## src/rtl/fsmd_gray_decoder.sv

```systemverilog
// Bit-serial Gray-to-binary decoder with valid/ready ports,
// adjacency checking of consecutive words and overrun detection.
module fsmd_gray_decoder #(
    parameter int WIDTH = 4,
    parameter int CNT_W = 8
) (
    input  logic             clk,
    input  logic             rst,
    input  logic [WIDTH-1:0] gray_in,
    input  logic             in_valid,
    output logic             in_ready,
    output logic [WIDTH-1:0] bin_out,
    output logic             adj_err,
    output logic             out_valid,
    input  logic             out_ready,
    output logic [CNT_W-1:0] err_cnt,
    output logic             overrun,
    input  logic             seq_clr
);

    localparam int IW = $clog2(WIDTH);
    localparam logic [1:0] S_IDLE  = 2'd0;
    localparam logic [1:0] S_SHIFT = 2'd1;
    localparam logic [1:0] S_HOLD  = 2'd2;
    localparam logic [IW-1:0] IDX_MAX = IW'(WIDTH - 1);

    logic [1:0]       state_q, state_d;
    logic [WIDTH-1:0] g_q, g_d;
    logic [WIDTH-1:0] b_q, b_d;
    logic [IW-1:0]    idx_q, idx_d;
    logic [WIDTH-1:0] prev_gray_q, prev_gray_d;
    logic             prev_valid_q, prev_valid_d;
    logic             adj_q, adj_d;
    logic [CNT_W-1:0] cnt_q, cnt_d;
    logic             ovr_q, ovr_d;

    logic [WIDTH-1:0] diff;
    logic [IW-1:0]    idx_up;
    logic             one_hot;
    logic             accept;

    always_comb begin
        state_d      = state_q;
        g_d          = g_q;
        b_d          = b_q;
        idx_d        = idx_q;
        prev_gray_d  = prev_gray_q;
        prev_valid_d = prev_valid_q;
        adj_d        = adj_q;
        cnt_d        = cnt_q;
        ovr_d        = ovr_q;

        diff    = gray_in ^ prev_gray_q;
        one_hot = (diff != '0) && ((diff & (diff - WIDTH'(1))) == '0);
        idx_up  = idx_q + IW'(1);
        accept  = (state_q == S_IDLE) && in_valid;

        case (state_q)
            S_IDLE: begin
                if (in_valid) begin
                    g_d     = gray_in;
                    idx_d   = IDX_MAX;
                    state_d = S_SHIFT;
                end
            end
            S_SHIFT: begin
                // MSB copies through; lower bits fold in the bit just above
                if (idx_q == IDX_MAX)
                    b_d[idx_q] = g_q[idx_q];
                else
                    b_d[idx_q] = b_q[idx_up] ^ g_q[idx_q];
                if (idx_q == '0) begin
                    idx_d   = IDX_MAX;
                    state_d = S_HOLD;
                end else begin
                    idx_d = idx_q - IW'(1);
                end
            end
            S_HOLD: begin
                if (out_ready)
                    state_d = S_IDLE;
            end
            default: state_d = S_IDLE;
        endcase

        if (accept) begin
            prev_gray_d  = gray_in;
            prev_valid_d = 1'b1;
            if (prev_valid_q && !one_hot && !seq_clr) begin
                adj_d = 1'b1;
                if (cnt_q != '1)
                    cnt_d = cnt_q + CNT_W'(1);
            end else begin
                adj_d = 1'b0;
            end
        end

        if (in_valid && (state_q != S_IDLE))
            ovr_d = 1'b1;

        // A clear coinciding with an accept still seeds the new history
        if (seq_clr) begin
            cnt_d = '0;
            ovr_d = 1'b0;
            if (!accept)
                prev_valid_d = 1'b0;
        end
    end

    always_ff @(posedge clk or posedge rst) begin
        if (rst) begin
            state_q      <= S_IDLE;
            g_q          <= '0;
            b_q          <= '0;
            idx_q        <= IDX_MAX;
            prev_gray_q  <= '0;
            prev_valid_q <= 1'b0;
            adj_q        <= 1'b0;
            cnt_q        <= '0;
            ovr_q        <= 1'b0;
        end else begin
            state_q      <= state_d;
            g_q          <= g_d;
            b_q          <= b_d;
            idx_q        <= idx_d;
            prev_gray_q  <= prev_gray_d;
            prev_valid_q <= prev_valid_d;
            adj_q        <= adj_d;
            cnt_q        <= cnt_d;
            ovr_q        <= ovr_d;
        end
    end

    assign in_ready  = (state_q == S_IDLE);
    assign out_valid = (state_q == S_HOLD);
    assign bin_out   = b_q;
    assign adj_err   = adj_q;
    assign err_cnt   = cnt_q;
    assign overrun   = ovr_q;

endmodule

```

## config.mk

```make
export PLATFORM = sky130hd
export DESIGN_NAME = fsmd_gray_decoder
export DESIGN_NICKNAME = d
export VERILOG_FILES = /design/src/rtl/fsmd_gray_decoder.sv
export SDC_FILE = /design/constraint.sdc
export NUM_CORES = 1
export LEC_CHECK = 0
export ABC_AREA = 1
export CAP_MARGIN = 15
export CORE_MARGIN = 4
export CORE_UTILIZATION = 35
export CTS_CLUSTER_SIZE = 40
export DETAILED_ROUTE_END_ITERATION = 10
export RECOVER_POWER = 25
export SLEW_MARGIN = 30
export SYNTH_ARGS = -nofsm -noshare
export SYNTH_HDL_FRONTEND = slang
export SYNTH_SLANG_ARGS = --single-unit
```

## constraint.sdc

```tcl
create_clock -name clk -period 2.97 [get_ports clk]
set_clock_uncertainty 0.05 [all_clocks]
set_input_delay 0.4455 -clock clk [delete_from_list [all_inputs] [get_ports clk]]
set_output_delay 0.4455 -clock clk [all_outputs]
set_load 0.05 [all_outputs]
```

==> results_dict.tcl, run 1 <==
set metrics [dict create \
    cp_cell_sequence "inv_1 > nand2_2 > inv_1 > clkdlybuf4s50_1" \
    critPathBufInv 3 \
    nFillCells 400 \
    grtUsageTotal 0.125 \
    drcViolationCount 0 \
    die_area_um2 5230 \
    worstMarginPinSlew_ps 824 \
    port_buffers 24 \
    worst_r2r_path_depth 8 \
    placed_area_um2 1740 \
    coreArea_um2 4000 \
    p_per_area_nw_per_um2 898 \
    setup_viol 0 \
    initial_utilization 0.362 \
    power_switching_w 0.000793 \
    clock-root-buffer "clkbuf_8" \
    syn-instance-count 204 \
    syn-cell-area_um2 1450 \
    cts_resized 0 \
    regToRegEndpoint "bin_out[0]" \
    tns_ps 0 \
    path_max_fanout 3 \
    cts_max_path_buffers 2 \
    p_leak_nw 0.937 \
    cts_setup_buffers 0 \
    post-synth-top-area-cell "dfrtp_1" \
    cts_made_buffers 3 \
    drive_above_1_share 0.0783 \
    ant_nets 0 \
    die_h_um 72.3 \
    drv_slew 0 \
    yosys.cell_types.count 25 \
    synthTopCellsByArea "dfrtp_1 36%, nand2_1 19%, inv_1 7.5%" \
    grt_overflow 0 \
    grt_max_degree 24 \
    cpLargestDelayFamily "buffers and inverters" \
    die-width_um 72.3 \
    min_period_over_period 0.725 \
    firstDrtPassIters 4 \
    hold_depth 2 \
    min-delay-start "prev_valid_q" \
    cts.clk_slew.worst_paths_ps 80 \
    post_drt_wl_per_cell_um 10.8 \
    ys_warn_count 0 \
    reg2reg_setup_slack_ps 1200 \
    swShare 0.494 \
    slew_headroom 0.447 \
    outcome "finished clean" \
    wirelength_um 3020 \
    critical_path_class "flop to output port" \
    first_iter_violations 128 \
    grt_pass1_vias 1190 \
    internal_power_w 0.000812 \
    final_hold_viol_count 0 \
    p_comb_frac 0.551 \
    clk_latency_ps 260 \
    num_rows 23 \
    synth_top_area_share 0.363 \
    fmax_mhz 465 \
    diodes 0 \
    ios 25 \
    syn-num-nets 218 \
    vdd.ir_drop.worst_uv 324 \
    p_clk_frac 0.121 \
    hold_path_class "flop to flop" \
    ys_ff_latch 23 \
    via_per_inst 4.60 \
    rr_startpoint "idx_q[0]" \
    cp_data_required_time_ps 2470 \
    syn_avg_cell_area_um2 7.10 \
    antenna_found_initial 0 \
    cpMaxStageDelayCell "clkdlybuf4s50_1" \
    yosysSeqAreaShare 0.399 \
    cts_hold_buf 0 \
    post-route-min-period_ps 2150 \
    fin_area_um2 1790 \
    cp-start-kind "flop" \
    tritoncts "yes" \
    holdPathEnd "prev_valid_q" \
    pwr-share-seq 0.328 \
    rsz0062_at_grt "false" \
    critical_path_arrival_ps 1660 \
    gp_congestion 0.807 \
    grt_first_pass_wirelength_um 5290 \
    cpPeakStageDelay_ps 790 \
    area_growth_syn_to_layout_pct 23.3 \
    cp-end-kind "output port" \
    cap_violations 0 \
    nets 245 \
    cp.depth 4 \
    crit_path_frequent_cell "inv_1" \
    cts.sinks 23 \
    via_count 1289 \
    dp_hpwl_um 2210 \
    htree_levels 1 \
]
worst min-delay path, cell delays in order (launching register included):
cell	delay [ps]
dfrtp_1	370
nand2_1	60
nand2_1	60
power by group through the flow:
stage | clock, W | sequential [W] | combinational (W)
6_report | 0.000195 | 0.000526 | 0.000884
5_1_grt | 0.000220 | 0.000549 | 0.000981
4_1_cts | 0.000200 | 0.000527 | 0.000890
3_5_place_dp | 0 | 0.000532 | 0.000888
3_3_place_gp | 0 | 0.000530 | 0.000879
2_1_floorplan | 0 | 0.000638 | 0.000549
cells by family after synthesis:
family,share of synthesized area
DFF,0.399
AOI/OAI and AO/OA,0.0527
buffers and inverters,0.100
and+or+nand+nor,0.381
xor gates and xnor gates,0.0242
adders and majority gates,0.0432
worst max-delay path by stage:
stage                    start         end
finish              state_q[0]    in_ready
global route        state_q[1]    in_ready
CTS                 state_q[1]    in_ready
detailed placement    in_valid  err_cnt[0]
global placement      in_valid  err_cnt[5]
floorplan           err_cnt[0]  err_cnt[7]
stage by stage:
| step | utilization | hold slack [ps] | power [W] | setup WS, ps | cells |
|---|---|---|---|---|---|
| floorplan | - | 396 | 0.00119 | 1270 | 204 |
| global placement | 0.435 | 445 | 0.00141 | 922 | 276 |
| detailed placement | 0.435 | 445 | 0.00142 | 881 | 276 |
| CTS | 0.447 | 470 | 0.00162 | 804 | 280 |
| global route | 0.447 | 495 | 0.00175 | 731 | 280 |
| finish | 0.447 | 470 | 0.00160 | 818 | 280 |
routing by layer:
layer,wire (um),up-vias,track usage
met3,94,7,0.0125
li1,-,694,-
met4,46,0,0.0438
met1,1540,564,0.183
met2,1340,24,0.191
met5,0,-,0
state kept, by name, indices dropped and copies added (netlist names):
name,flops
prev_valid_q,1
bin_out,4
adj_err,1
overrun,1
err_cnt,8
idx_q,2
g_q,4
state_q,2
cell type report:
cell class	count	area, um2	share of cell area
multi-input combinational	143	726	0.406
sequential	23	578	0.324
timing repair buffer	24	240	0.134
inverter	36	135	0.0756
tap	50	62.6	0.0350
clock buffer	4	45.0	0.0252
synth_stat cells (all sizes together):
| cell | instances |
|---|---|
| a21oi | 2 |
| a22oi | 1 |
| buf | 2 |
| clkinv | 2 |
| dfrtp | 21 |
| dfstp | 2 |
| ha | 5 |
| inv | 34 |
| nand2 | 75 |
| nand3 | 20 |
| nand4 | 11 |
| nor2 | 13 |
| nor3 | 1 |
| o21ai | 9 |
| o22ai | 1 |
| o31ai | 1 |
| xnor2 | 1 |
| xor2 | 3 |
cells in the final DEF (no fill, tap or decap), drive strengths merged:
cell	instances
clkbuf	4
clkinv	3
dfrtp	21
nor3	1
xnor2	1
nor2	13
xor2	3
clkdlybuf4s50	22
o22ai	1
o21ai	9
nand2	75
nand4	11
nand3	20
inv	33
a21oi	2
a22oi	1
dfstp	2
dlygate4sd3	2
o31ai	1
ha	5
Power figures use the tool's default switching activity.
==> run 2: changes to the inputs <==
- clock period: 2.97 -> 1.8 ns (I/O delays scaled with it)
==> run 2 against run 1 <==
Effect of this change: worst hold slack got worse by 14 ps; combinational power rose by 75%; global-route usage fell by 0.79 points; sequential share of layout area fell by 0.23 points; register-to-register slack got worse by 1000 ps; critical path depth rose by 4; clock power rose by 68%; utilization rose by 0.31 points; die area did not move; routed wire length fell by 2.3%; highest routed layer unchanged.
==> results_dict.tcl, run 2 (synthesis results as in run 1) <==
set metrics [dict create \
    htree_levels 1 \
    ant_nets 0 \
    cts_max_path_buffers 2 \
    grt_first_pass_wirelength_um 4900 \
    dp_hpwl_um 2180 \
    drcViolationCount 0 \
    cts.sinks 23 \
    cts_setup_buffers 0 \
    min_period_over_period 0.892 \
    hold_depth 2 \
    dr_wl_met2_um 1300 \
    post-route-min-period_ps 1610 \
    hold_path_class "flop to flop" \
    die_h_um 72.3 \
    wirelength_um 2950 \
    slew_headroom 0.606 \
    outcome "finished clean" \
    path_max_fanout 4 \
    drive_above_1_share 0.167 \
    ios 25 \
    coreArea_um2 4000 \
    die_area_um2 5230 \
    cp-start-kind "flop" \
    holdPathEnd "adj_err" \
    clock-root-buffer "clkbuf_8" \
    drv_slew 0 \
    min-delay-start "adj_err" \
    grt_pass1_vias 1102 \
    gp_congestion 0.879 \
    tritoncts "yes" \
    finalNonFillerCells 284 \
    cts_resized 0 \
    cts_hold_buf 0 \
    rsz0062_at_grt "false" \
    regToRegEndpoint "bin_out[2]" \
    worst_r2r_path_depth 8 \
    via_count 1289 \
    post_drt_wl_per_cell_um 10.4 \
    setup_viol 0 \
    cp_data_required_time_ps 1910 \
    critical_path_arrival_ps 1720 \
    fmax_mhz 623 \
    num_rows 23 \
    grt_max_degree 24 \
    rr_startpoint "idx_q[1]" \
    largest_reg_flops 8 \
    first_iter_violations 66 \
    placed_area_um2 1740 \
    layout_commonest_cell "nand2_1" \
    firstDrtPassIters 4 \
    port_buffers 24 \
    p_leak_nw 0.990 \
    worstMarginPinSlew_ps 591 \
    critical_path_class "flop to flop" \
    cap_violations 0 \
    dp_cells 280 \
    wl_met1_um 1500 \
    pre_cts_slack_ps 54.8 \
    initial_utilization 0.362 \
    clk_latency_ps 260 \
    cts_made_buffers 3 \
    cp-end-kind "flop" \
    diodes 0 \
    cts.clk_slew.worst_paths_ps 80 \
    area_growth_syn_to_layout_pct 24.2 \
    grtUsageTotal 0.117 \
    tns_ps 0 \
    p_per_area_nw_per_um2 1510 \
    fin_area_um2 1800 \
    dr_wl_met3_um 114 \
    antenna_found_initial 0 \
    finalWorstSetupSlack_ps 194 \
    die-width_um 72.3 \
    finalPower_w 0.00271 \
    highest_layer "met4" \
    via_per_inst 4.54 \
    reg2reg_setup_slack_ps 190 \
    final_hold_viol_count 0 \
    nets 249 \
    grt_overflow 0 \
    vdd.ir_drop.worst_uv 569 \
    final_cell_mix "72 x nand2_1, 29 x inv_1, 21 x dfrtp_1" \
]
==> run 2: changes by cell type in the layout (fill, tap and decap cells not counted), sizes merged <==
cell           change
buf               +19
clkbuf             +1
clkdlybuf4s50     -15
clkinv             -1
dlygate4sd3        -1
inv                +1
==> run 2: worst max-delay path by stage <==
stage / end / from / slack, ps / cells after the start
floorplan: err_cnt[7] / err_cnt[0] / 100 / 7
global placement: err_cnt[0] / gray_in[3] / 80 / 10
detailed placement: err_cnt[0] / gray_in[3] / 50 / 10
finish: bin_out[2] / idx_q[1] / 190 / 8
CTS: bin_out[2] / idx_q[1] / 120 / 8
global route: bin_out[2] / idx_q[1] / 60 / 8
==> run 2: per-layer routing <==
layer	global-route usage	up-vias
li1	-	702
met1	0.168	568
met2	0.175	15
met3	0.0180	4
met4	0.0501	0
met5	0	-
==> run 2: report_power, final <==
part	total, W	switching (W)	internal, W
combinational	0.00155	0.00102	0.000532
sequential	0.000836	0.000137	0.000698
clock	0.000328	0.000170	0.000158
==> run 2: layout make-up <==
cell class,instances,area (um2)
Fill cell,403,2200
Multi-Input combinational cell,143,738
Sequential cell,23,578
Timing Repair Buffer,28,240
Inverter,36,135
Tap cell,50,62.6
Clock buffer,4,45.0
==> run 2: worst max-delay path: stages (launching register included) <==
cell	delay, ps
dfstp_2	560
inv_1	100
ha_4	240
a21oi_1	120
nand2_1	80
nand4_1	140
nand3_1	80
o21ai_1	80
inv_1	50
==> run 2: stage by stage <==
stage	util	hold WS [ps]
global route	0.450	484
finish	0.450	455
global placement	0.436	436
detailed placement	0.436	425
floorplan	-	220
CTS	0.447	307
